===== config.mk =====
export PLATFORM = sky130hd
export DESIGN_NAME = axi_lite_cmd_arbiter
export DESIGN_NICKNAME = d
export VERILOG_FILES = /design/src/rtl/axi_lite_arb_pkg.sv /design/src/rtl/axi_lite_cmd_arbiter_rr_arbiter.sv /design/src/rtl/axi_lite_cmd_arbiter.sv
export SDC_FILE = /design/constraint.sdc
export NUM_CORES = 1
export LEC_CHECK = 0
export BUFFER_PORTS_ARGS = -buffer_cell sky130_fd_sc_hd__clkbuf_2
export CAP_MARGIN = 30
export CORE_AREA = 2 2 190 192
export DETAILED_ROUTE_END_ITERATION = 16
export DIE_AREA = 0 0 192 194
export GPL_ROUTABILITY_DRIVEN = 0
export GPL_TIMING_DRIVEN = 0
export MAX_ROUTING_LAYER = met4
export PLACE_DENSITY = 0.57
export SLEW_MARGIN = 5
export SYNTH_ARGS = -nofsm -noshare
export SYNTH_HDL_FRONTEND = slang
export SYNTH_SLANG_ARGS = --single-unit

===== constraint.sdc =====
create_clock -name clk -period 2.13 [get_ports clk]
set_input_delay 0.426 -clock clk [delete_from_list [all_inputs] [get_ports clk]]
set_output_delay 0.426 -clock clk [all_outputs]
set_load 0.02 [all_outputs]

===== src/rtl/axi_lite_arb_pkg.sv =====
// Shared types and constants for the axi_lite command arbiter.
// The optional watchdog is enabled by defining ARB_TIMEOUT_EN.
package axi_lite_arb_pkg;

   localparam int BE_WIDTH   = 4;
   localparam int DATA_WIDTH = 32;

   // Reported in o_req_status when the watchdog abandons a command
   localparam logic [DATA_WIDTH-1:0] TIMEOUT_STATUS = 32'hDEAD_0001;

   typedef enum logic [1:0] {
      ST_IDLE = 2'd0,
      ST_CMD  = 2'd1,
      ST_ACK  = 2'd2,
      ST_REL  = 2'd3
   } arb_state_e;

endpackage


===== src/rtl/axi_lite_cmd_arbiter_rr_arbiter.sv =====
// Rotate-priority encoder: the lowest set request at or above ptr wins,
// otherwise the lowest set request overall (wrap-around).
module rr_arbiter #(
   parameter int NUM_REQ = 4,
   parameter int PTR_W   = 2
) (
   input  logic [NUM_REQ-1:0] req,
   input  logic [PTR_W-1:0]   ptr,
   output logic [NUM_REQ-1:0] grant
);

   logic [NUM_REQ-1:0] low_mask;
   logic [NUM_REQ-1:0] upper_req;
   logic [NUM_REQ-1:0] pick_src;

   always_comb begin
      low_mask  = ({{(NUM_REQ-1){1'b0}}, 1'b1} << ptr) - 1'b1;
      upper_req = req & ~low_mask;
      pick_src  = (upper_req != '0) ? upper_req : req;
      // Isolate the lowest set bit
      grant     = pick_src & (~pick_src + 1'b1);
   end

endmodule


===== src/rtl/axi_lite_cmd_arbiter.sv =====
// Round-robin sharing of one axi_lite_master command port among NUM_REQ requesters.
// Define ARB_TIMEOUT_EN to add a watchdog that abandons unanswered commands.
module axi_lite_cmd_arbiter
   import axi_lite_arb_pkg::*;
#(
   parameter int NUM_REQ    = 4,
   parameter int ADDR_WIDTH = 32
`ifdef ARB_TIMEOUT_EN
   ,
   parameter int TIMEOUT_CYCLES = 1024
`endif
) (
   input  logic                           clk,
   input  logic                           rst,
   input  logic [NUM_REQ-1:0]             i_req_en,
   input  logic [NUM_REQ*ADDR_WIDTH-1:0]  i_req_addr,
   input  logic [NUM_REQ-1:0]             i_req_wr_rd,
   input  logic [NUM_REQ*BE_WIDTH-1:0]    i_req_byte_en,
   input  logic [NUM_REQ*DATA_WIDTH-1:0]  i_req_data,
   output logic [NUM_REQ-1:0]             o_req_ack,
   output logic [NUM_REQ-1:0]             o_req_error,
   output logic [DATA_WIDTH-1:0]          o_req_data,
   output logic [DATA_WIDTH-1:0]          o_req_status,
   output logic [NUM_REQ-1:0]             o_grant,
   output logic                           o_cmd_en,
   output logic [ADDR_WIDTH-1:0]          o_cmd_addr,
   output logic                           o_cmd_wr_rd,
   output logic [BE_WIDTH-1:0]            o_cmd_byte_en,
   output logic [DATA_WIDTH-1:0]          o_cmd_data,
   input  logic                           i_cmd_ack,
   input  logic                           i_cmd_error,
   input  logic [DATA_WIDTH-1:0]          i_cmd_data,
   input  logic [DATA_WIDTH-1:0]          i_cmd_status
);

   localparam int PTR_W = (NUM_REQ > 1) ? $clog2(NUM_REQ) : 1;

   // Both sides use a 4-phase level handshake: en rises, ack rises, en falls,
   // ack falls. A new command is only launched once the master has dropped ack.
   arb_state_e              state_q, state_d;
   logic [PTR_W-1:0]        ptr_q, ptr_d;
   logic [PTR_W-1:0]        gidx_q, gidx_d;
   logic [NUM_REQ-1:0]      grant_q, grant_d;
   logic                    cmd_en_q, cmd_en_d;
   logic [ADDR_WIDTH-1:0]   cmd_addr_q, cmd_addr_d;
   logic                    cmd_wr_q, cmd_wr_d;
   logic [BE_WIDTH-1:0]     cmd_be_q, cmd_be_d;
   logic [DATA_WIDTH-1:0]   cmd_data_q, cmd_data_d;
   logic [NUM_REQ-1:0]      req_ack_q, req_ack_d;
   logic [NUM_REQ-1:0]      req_err_q, req_err_d;
   logic [DATA_WIDTH-1:0]   rdata_q, rdata_d;
   logic [DATA_WIDTH-1:0]   status_q, status_d;

   logic [NUM_REQ-1:0]      arb_grant;
   logic [PTR_W-1:0]        win_idx;
   logic [ADDR_WIDTH-1:0]   win_addr;
   logic                    win_wr;
   logic [BE_WIDTH-1:0]     win_be;
   logic [DATA_WIDTH-1:0]   win_data;
   logic                    winner_en;

   rr_arbiter #(
      .NUM_REQ (NUM_REQ),
      .PTR_W   (PTR_W)
   ) u_rr_arbiter (
      .req   (i_req_en),
      .ptr   (ptr_q),
      .grant (arb_grant)
   );

   always_comb begin
      win_idx  = '0;
      win_addr = '0;
      win_wr   = 1'b0;
      win_be   = '0;
      win_data = '0;
      for (int i = 0; i < NUM_REQ; i++) begin
         if (arb_grant[i]) begin
            win_idx  = PTR_W'(i);
            win_addr = i_req_addr[i*ADDR_WIDTH +: ADDR_WIDTH];
            win_wr   = i_req_wr_rd[i];
            win_be   = i_req_byte_en[i*BE_WIDTH +: BE_WIDTH];
            win_data = i_req_data[i*DATA_WIDTH +: DATA_WIDTH];
         end
      end
   end

   assign winner_en = |(i_req_en & grant_q);

`ifdef ARB_TIMEOUT_EN
   localparam int TMO_W = $clog2(TIMEOUT_CYCLES) + 1;
   logic [TMO_W-1:0] tmo_cnt_q;

   always_ff @(posedge clk) begin
      if (!rst || state_q != ST_CMD) tmo_cnt_q <= '0;
      else                           tmo_cnt_q <= tmo_cnt_q + 1'b1;
   end
`endif

   always_comb begin
      state_d    = state_q;
      ptr_d      = ptr_q;
      gidx_d     = gidx_q;
      grant_d    = grant_q;
      cmd_en_d   = cmd_en_q;
      cmd_addr_d = cmd_addr_q;
      cmd_wr_d   = cmd_wr_q;
      cmd_be_d   = cmd_be_q;
      cmd_data_d = cmd_data_q;
      req_ack_d  = req_ack_q;
      req_err_d  = req_err_q;
      rdata_d    = rdata_q;
      status_d   = status_q;
      case (state_q)
         ST_IDLE: begin
            if (|i_req_en) begin
               grant_d    = arb_grant;
               gidx_d     = win_idx;
               cmd_addr_d = win_addr;
               cmd_wr_d   = win_wr;
               cmd_be_d   = win_be;
               cmd_data_d = win_data;
               cmd_en_d   = 1'b1;
               state_d    = ST_CMD;
            end
         end
         ST_CMD: begin
            // The winner dropping its enable here is ignored on purpose
            if (i_cmd_ack) begin
               cmd_en_d  = 1'b0;
               req_ack_d = grant_q;
               req_err_d = i_cmd_error ? grant_q : '0;
               rdata_d   = i_cmd_data;
               status_d  = i_cmd_status;
               state_d   = ST_ACK;
            end
`ifdef ARB_TIMEOUT_EN
            else if (tmo_cnt_q == TMO_W'(TIMEOUT_CYCLES - 1)) begin
               cmd_en_d  = 1'b0;
               req_ack_d = grant_q;
               req_err_d = grant_q;
               status_d  = TIMEOUT_STATUS;
               state_d   = ST_ACK;
            end
`endif
         end
         ST_ACK: begin
            if (!winner_en) begin
               req_ack_d = '0;
               req_err_d = '0;
               ptr_d     = (gidx_q == PTR_W'(NUM_REQ - 1)) ? '0 : gidx_q + 1'b1;
               state_d   = ST_REL;
            end
         end
         ST_REL: begin
            if (!i_cmd_ack) begin
               grant_d = '0;
               state_d = ST_IDLE;
            end
         end
         default: state_d = ST_IDLE;
      endcase
   end

   always_ff @(posedge clk) begin
      if (!rst) begin
         state_q    <= ST_IDLE;
         ptr_q      <= '0;
         gidx_q     <= '0;
         grant_q    <= '0;
         cmd_en_q   <= 1'b0;
         cmd_addr_q <= '0;
         cmd_wr_q   <= 1'b0;
         cmd_be_q   <= '0;
         cmd_data_q <= '0;
         req_ack_q  <= '0;
         req_err_q  <= '0;
         rdata_q    <= '0;
         status_q   <= '0;
      end else begin
         state_q    <= state_d;
         ptr_q      <= ptr_d;
         gidx_q     <= gidx_d;
         grant_q    <= grant_d;
         cmd_en_q   <= cmd_en_d;
         cmd_addr_q <= cmd_addr_d;
         cmd_wr_q   <= cmd_wr_d;
         cmd_be_q   <= cmd_be_d;
         cmd_data_q <= cmd_data_d;
         req_ack_q  <= req_ack_d;
         req_err_q  <= req_err_d;
         rdata_q    <= rdata_d;
         status_q   <= status_d;
      end
   end

   assign o_req_ack     = req_ack_q;
   assign o_req_error   = req_err_q;
   assign o_req_data    = rdata_q;
   assign o_req_status  = status_q;
   assign o_grant       = grant_q;
   assign o_cmd_en      = cmd_en_q;
   assign o_cmd_addr    = cmd_addr_q;
   assign o_cmd_wr_rd   = cmd_wr_q;
   assign o_cmd_byte_en = cmd_be_q;
   assign o_cmd_data    = cmd_data_q;

endmodule


# ---- After elaboration in Yosys (flattened, before gate mapping)
# Cells that the tools add are included.
dict set report word_totals {
  reg_bits 152
  in_bits 348
  out_inout_bits 146
  elab_cells 83
}
dict set report op_classes {
  addsub 3
  eq_ne 8
  shift 1
  muxes 38
  n_bitwise 6
  reduce_logical 14
}
# cell count
set ops {}
lappend ops {{32-bit 2-to-1 mux} 8}
lappend ops {{4-bit 2-to-1 mux} 11}
lappend ops {{4-bit one-hot mux with 2 select lines} 3}
lappend ops {{2-bit 2-to-1 mux} 7}
lappend ops {{4-bit bitwise AND} 3}
lappend ops {{3-bit AND reduction} 3}
lappend ops {{2-bit != test (second input constant)} 4}
lappend ops {{4-bit inverter} 2}
lappend ops {{2-bit one-hot mux with 4 select lines} 1}
lappend ops {{4-bit OR reduction} 2}
lappend ops {{1-bit 2-to-1 mux} 7}
lappend ops {{2-bit equality test (second input constant)} 3}
lappend ops {{2-bit AND reduction} 3}
lappend ops {{2-bit nonzero test} 3}
lappend ops {{4-bit by 1-bit adder with 4-bit output (second input constant)} 1}
lappend ops {{4-bit AND reduction} 1}
lappend ops {{4-bit nonzero test} 1}
lappend ops {{1-bit by 2-bit << shifter with 4-bit output (first input constant)} 1}
lappend ops {{4-bit by 1-bit subtractor with 4-bit output (second input constant)} 1}
lappend ops {{2-bit by 1-bit adder with 2-bit output (second input constant)} 1}
lappend ops {{2-bit by 1-bit equality test with 1-bit output (second input constant)} 1}
lappend ops {{2-bit zero test} 1}
lappend ops {{1-bit one-hot mux with 2 select lines} 1}
lappend ops {{1-bit inverter} 1}

# ---- Depth between registers and ports, before layout
dict set report depth {
  word_depth 13
  depth_mapped 9
}

# ---- Modules after synthesis
# From an unflattened synthesis, not the netlist that was laid out.
dict set report hier_totals {
  hier_cells 879
  area_unflattened_um2 7280.7
}
# module n_inst cells_each area_per_inst_um2 seq_area_each_um2
set by_module_without_submodules {}
lappend by_module_without_submodules {axi_lite_cmd_arbiter 1 863 7183.1 3042.9}
lappend by_module_without_submodules {rr_arbiter 1 16 97.6 0.0}

# ---- Worst setup path before layout
# OpenSTA, ideal clock, no wires.
dict set report synth_path {
  path_type {input port to flip-flop}
  startpoint {in i_req_en[2]}
  endpoint {reg cmd_addr_q[0] (netlist: o_cmd_addr[0])}
  setup_ns 0.120
  t_arrival_ns 1.831
  t_required_ns 2.010
  slack_ns 0.179
  path_stages 8
  cell_sequence {buf_4 buf_6 o21bai_2 buf_4 clkbuf_1 clkbuf_1 a31oi_1 o31a_1}
}
dict set report synth_between {
  elab_chain_len 10
}
# element line_no
set synth_lines {}
lappend synth_lines {{start, declared} axi_lite_cmd_arbiter.sv:15} ;# input logic [NUM_REQ-1:0] i_req_en,
lappend synth_lines {{4-bit bitwise AND} axi_lite_cmd_arbiter_rr_arbiter.sv:18} ;# upper_req = req & ~low_mask;
lappend synth_lines {{4-bit nonzero test} axi_lite_cmd_arbiter_rr_arbiter.sv:19} ;# pick_src = (upper_req != '0) ? upper_req : req;
lappend synth_lines {{4-bit 2-to-1 mux} axi_lite_cmd_arbiter_rr_arbiter.sv:19}
lappend synth_lines {{4-bit inverter} axi_lite_cmd_arbiter_rr_arbiter.sv:21} ;# grant = pick_src & (~pick_src + 1'b1);
lappend synth_lines {{4-bit by 1-bit adder with 4-bit output} axi_lite_cmd_arbiter_rr_arbiter.sv:21}
lappend synth_lines {{4-bit bitwise AND} axi_lite_cmd_arbiter_rr_arbiter.sv:21}
lappend synth_lines {{32-bit 2-to-1 mux (4 in series)} axi_lite_cmd_arbiter.sv:78} ;# if (arb_grant[i]) begin
lappend synth_lines {{end signal, assigned} axi_lite_cmd_arbiter.sv:186} ;# cmd_addr_q <= cmd_addr_d;
lappend synth_lines {{end, declared} axi_lite_cmd_arbiter.sv:45} ;# logic [ADDR_WIDTH-1:0] cmd_addr_q, cmd_addr_d;
# Several ways; a longest one is shown, not always the timed one.
# A chain may end at the register's enable or synchronous reset.

# ---- Worst setup path in the final report
dict set report layout_path {
  startpoint {reg ptr_q[1]}
  endpoint {reg cmd_addr_q[30] (netlist: o_cmd_addr[30])}
}
dict set report layout_between {
  elab_chain_len 13
}
# element line_no
set layout_lines {}
lappend layout_lines {{start, declared} axi_lite_cmd_arbiter.sv:41} ;# logic [PTR_W-1:0] ptr_q, ptr_d;
lappend layout_lines {{start signal, assigned} axi_lite_cmd_arbiter.sv:182} ;# ptr_q <= ptr_d;
lappend layout_lines {{1-bit by 2-bit << shifter with 4-bit output (*)} axi_lite_cmd_arbiter_rr_arbiter.sv:17} ;# low_mask = ({{(NUM_REQ-1){1'b0}}, 1'b1} << ptr) - 1'b1;
lappend layout_lines {{4-bit by 1-bit subtractor with 4-bit output (*)} axi_lite_cmd_arbiter_rr_arbiter.sv:17}
lappend layout_lines {{4-bit inverter (*)} axi_lite_cmd_arbiter_rr_arbiter.sv:18}
lappend layout_lines {{4-bit bitwise AND (*)} axi_lite_cmd_arbiter_rr_arbiter.sv:18}
lappend layout_lines {{4-bit nonzero test} axi_lite_cmd_arbiter_rr_arbiter.sv:19}
lappend layout_lines {{4-bit 2-to-1 mux (*)} axi_lite_cmd_arbiter_rr_arbiter.sv:19}
lappend layout_lines {{4-bit inverter} axi_lite_cmd_arbiter_rr_arbiter.sv:21}
lappend layout_lines {{4-bit by 1-bit adder with 4-bit output} axi_lite_cmd_arbiter_rr_arbiter.sv:21}
lappend layout_lines {{4-bit bitwise AND (*)} axi_lite_cmd_arbiter_rr_arbiter.sv:21}
lappend layout_lines {{32-bit 2-to-1 mux (3 in series)} axi_lite_cmd_arbiter.sv:78}
lappend layout_lines {{32-bit 2-to-1 mux (*)} axi_lite_cmd_arbiter.sv:78}
# Mark *: on every way between the ends. The rest lies on a longest branch, timed or not.

==> run summary <==
synthesized instance count -> 1118
cell count of the worst reg-to-reg path -> 7
Arr. time, crit path -> 2.41 ns
Worst Path Max Fanout -> 10
fill count -> 3785
wire length of the first global-routing pass -> 65120 µm
compound-cell area share of the yosys netlist -> 0.3116
slowest CP cell -> a221o_1
final clock period utilization by the worst path -> 0.9774
reg-to-reg slack, setup -> 0.05 ns
critical setup path kind -> reg -> reg
cell taking the most area after synthesis -> dfxtp_1
die footprint -> 37250 µm²
final hold violation count -> 0
clock-pin slew on the worst setup and hold paths -> 0.07 ns
unrepaired setup endpoints after global routing -> no
Clock Latency Late Sink -> 0.45 ns
maximum clock rate -> 480.4 MHz
initial antenna violation count -> 6
Synth Area per Inst -> 7.780 µm²
Leakage -> 0.006082 µW
IO Pins -> 494
vias in the first global route -> 10890
post-route design area -> 12550 µm²
endpoints failing setup -> 0
DRT Pass-1 Iters -> 5
status -> finished clean
Clock Sinks -> 152
Final Non-Filler Cells -> 2110
Yosys top cell area share -> 0.3498
pin count of the biggest net entering global routing -> 17
worst vdd ir -> 0.5730 mV
FF-to-FF Start -> ptr_q[1]
Cell Pwr Density -> 1123 nW/µm²
starting density of the core -> 0.2469
Synth Area in Adders -> 0.008631
max_cap viols -> 0
Crit path largest cell delay -> 0.36 ns
DR vias -> 11040
CP delay by family, top -> compound AO/OA/AOI/OAI gates
Setup crit end -> o_cmd_addr[30]
I/O Buffers -> 490
Max clock buf depth -> 2
Die W -> 192 µm
syn nets -> 1472
GRT overflow -> 0
row cnt -> 69
simple-gate portion of the synthesized area -> 0.2559
post-synthesis mux area share -> 0.001151
largest family of logic cells by synthesized area -> compound AO/OA/AOI/OAI gates
Yosys warning count -> 0
CTS Hold Buffers Added -> 0
crit path launch -> ptr_q[1]
Worst Hold Class -> in -> reg
reg2reg end -> o_cmd_addr[30]
Critical Path RT -> 2.46 ns
Routed Antenna Nets -> 0
slew margin rel. -> 0.5631
startpoint types -> register
Num CTS Buffers -> 17
CP Capture Type -> register
detailed-route wire length per cell -> 21.36 µm
GRT Util Overall -> 0.2377
hpwl dp -> 34540 µm
top post-synthesis cells by area -> dfxtp_1 (35%), and3_1 (9.9%), a221o_1 (8.1%)
Synth Register Bits -> 152
post-synth cell types -> 40
mapped cell area -> 8698 µm²
sequential-to-total area share from yosys stat -> 0.3498
sequential cell area -> 3043 µm²
Area after DPL -> 11750 µm²
drt total wl -> 45070 µm
Clock Skew -> 0.01329 ns
clk root buf -> clkbuf_16
CP dominant cell by count -> buf_4
final net count -> 1984
worst path buffer plus inverter count -> 4
P&R area growth vs syn -> 44.23%
CTS tree -> yes
placed cell count -> 2069
CTS H-tree lvls -> 4
multi-input logic area -> 5092 µm²
max-slew violations -> 0
# DRC -> 0
Core Region -> 35220 µm²
fin crit period -> 2.082 ns
vias per inst -> 5.232
share of cells above drive strength 1 -> 0.3658
Pwr Total -> 14090 µW
Initial DRC Count -> 845
Vert. Die Dim -> 194 µm
Crit path depth -> 7
worst slew pin tran -> 0.6554 ns
xor and xnor area share after synthesis -> 0
Setup TNS -> 0 ns
crit path cell chain -> buf_2 -> o21a_1 -> buf_4 -> buf_4 -> buf_4 -> a221o_1 -> o31a_1
fin util -> 0.3562
registers in the layout (all words and copies together), names as in the netlist, 4 cells and up:
name           count
o_cmd_addr        32
o_cmd_data        32
o_req_data        32
o_req_status      32
o_cmd_byte_en      4
o_grant            4
o_req_ack          4
o_req_error        4
report_power, final:
group          switching (µW)  internal [µW]  leakage, µW  total [µW]
logic                    4360           2620      0.00456        6980
registers                 446           3440      0.00124        3890
clock network            1430           1790     0.000282        3220
what timing repair did:
item / CTS / global route
pin swaps: 2 / 0
setup buffers: 4 / 1
gates resized for setup: 34 / 51
hold endpoints to repair: 0 / 0
endpoints found under the setup margin: 98 / 81
stage by stage:
stage	hold slack (ns)	setup WS, ns
final	0.1921	0.04822
after detailed placement	0.4454	-1.297
after floorplan	0.4847	0.1792
after global placement	0.4432	-1.540
after global routing	0.1795	0.001775
after CTS	0.1695	0.0004787
final cells by class:
type                            count  share of cell area
Antenna cell                        6            0.001197
Buffer                            126             0.05445
Clock buffer                       19             0.03530
Clock inverter                     13             0.01247
Inverter                            6            0.001795
Multi-Input combinational cell    831              0.4059
Sequential cell                   152              0.2425
Tap cell                          461             0.04598
Timing Repair Buffer              496              0.2004
per-layer routing:
layer,GRT usage,share of wire
met4,0.09754,0.034
met2,0.3789,0.47
met5,-,0
met1,0.2832,0.41
met3,0.06226,0.085
logic make-up after synthesis:
logic type	count (synthesis)
muxes	1
adders and majority gates	6
AOI/OAI and AO/OA	388
and+or+nand+nor	436
DFF	152
buffers and inverters	135
cells in the final DEF, fill, tap and decap left out, types with 4 or more instances in the layout:
cell	count
clkbuf_2	513
dfxtp_1	152
and3_1	138
nand2_1	130
o21ai_0	82
a21oi_1	79
nor2_1	77
and2_1	72
a221o_1	70
a31oi_1	69
o31a_1	69
clkbuf_1	61
buf_4	21
clkbuf_16	17
buf_6	12
clkbuf_4	8
diode_2	6
ha_1	5
inv_6	5
buf_2	4
a22oi_1	4
nand3b_1	4
nand4b_1	4
clkinvlp_4	4
Yosys cell counts:
cell type / number
o211a_1: 1
nand4b_1: 4
buf_1: 3
nand3_1: 1
inv_1: 5
o22ai_1: 1
buf_2: 6
nand3b_1: 4
or3_1: 3
a31oi_1: 69
o31a_1: 69
o221ai_1: 1
a32oi_1: 3
o311a_1: 1
a221o_1: 70
buf_6: 10
nor4_1: 1
a22oi_1: 4
o41ai_2: 1
or3b_2: 1
o21bai_2: 1
nor2_1: 77
clkbuf_1: 98
buf_4: 12
o21ai_0: 82
nor2b_1: 3
a211o_1: 1
ha_1: 6
and3_1: 138
inv_2: 1
mux2i_1: 1
and2_1: 72
nand2_1: 130
o21a_1: 1
dfxtp_1: 152
a21oi_1: 80
a21boi_0: 1
nand2b_1: 2
o41a_1: 1
o311ai_1: 1
worst min path at each step:
stage                           from               end  slack (ns)  cells past startpoint
detailed placement  o_req_status[12]  o_req_status[12]        0.45                      2
global placement      o_req_data[31]    o_req_data[31]        0.44                      2
floorplan                   ptr_q[0]          ptr_q[0]        0.48                      2
CTS                 i_cmd_status[28]  o_req_status[28]        0.17                      3
finish              i_cmd_status[15]  o_req_status[15]        0.19                      3
global route         i_cmd_status[3]   o_req_status[3]        0.18                      3
worst reg2reg max path: cells and delay by family (launching register included):
kind	cells	cell delay, ns
buffers and inverters	4	0.79
flip-flops	1	0.29
AO/OA/AOI/OAI	3	0.88
(Power assumes the default switching activity.)
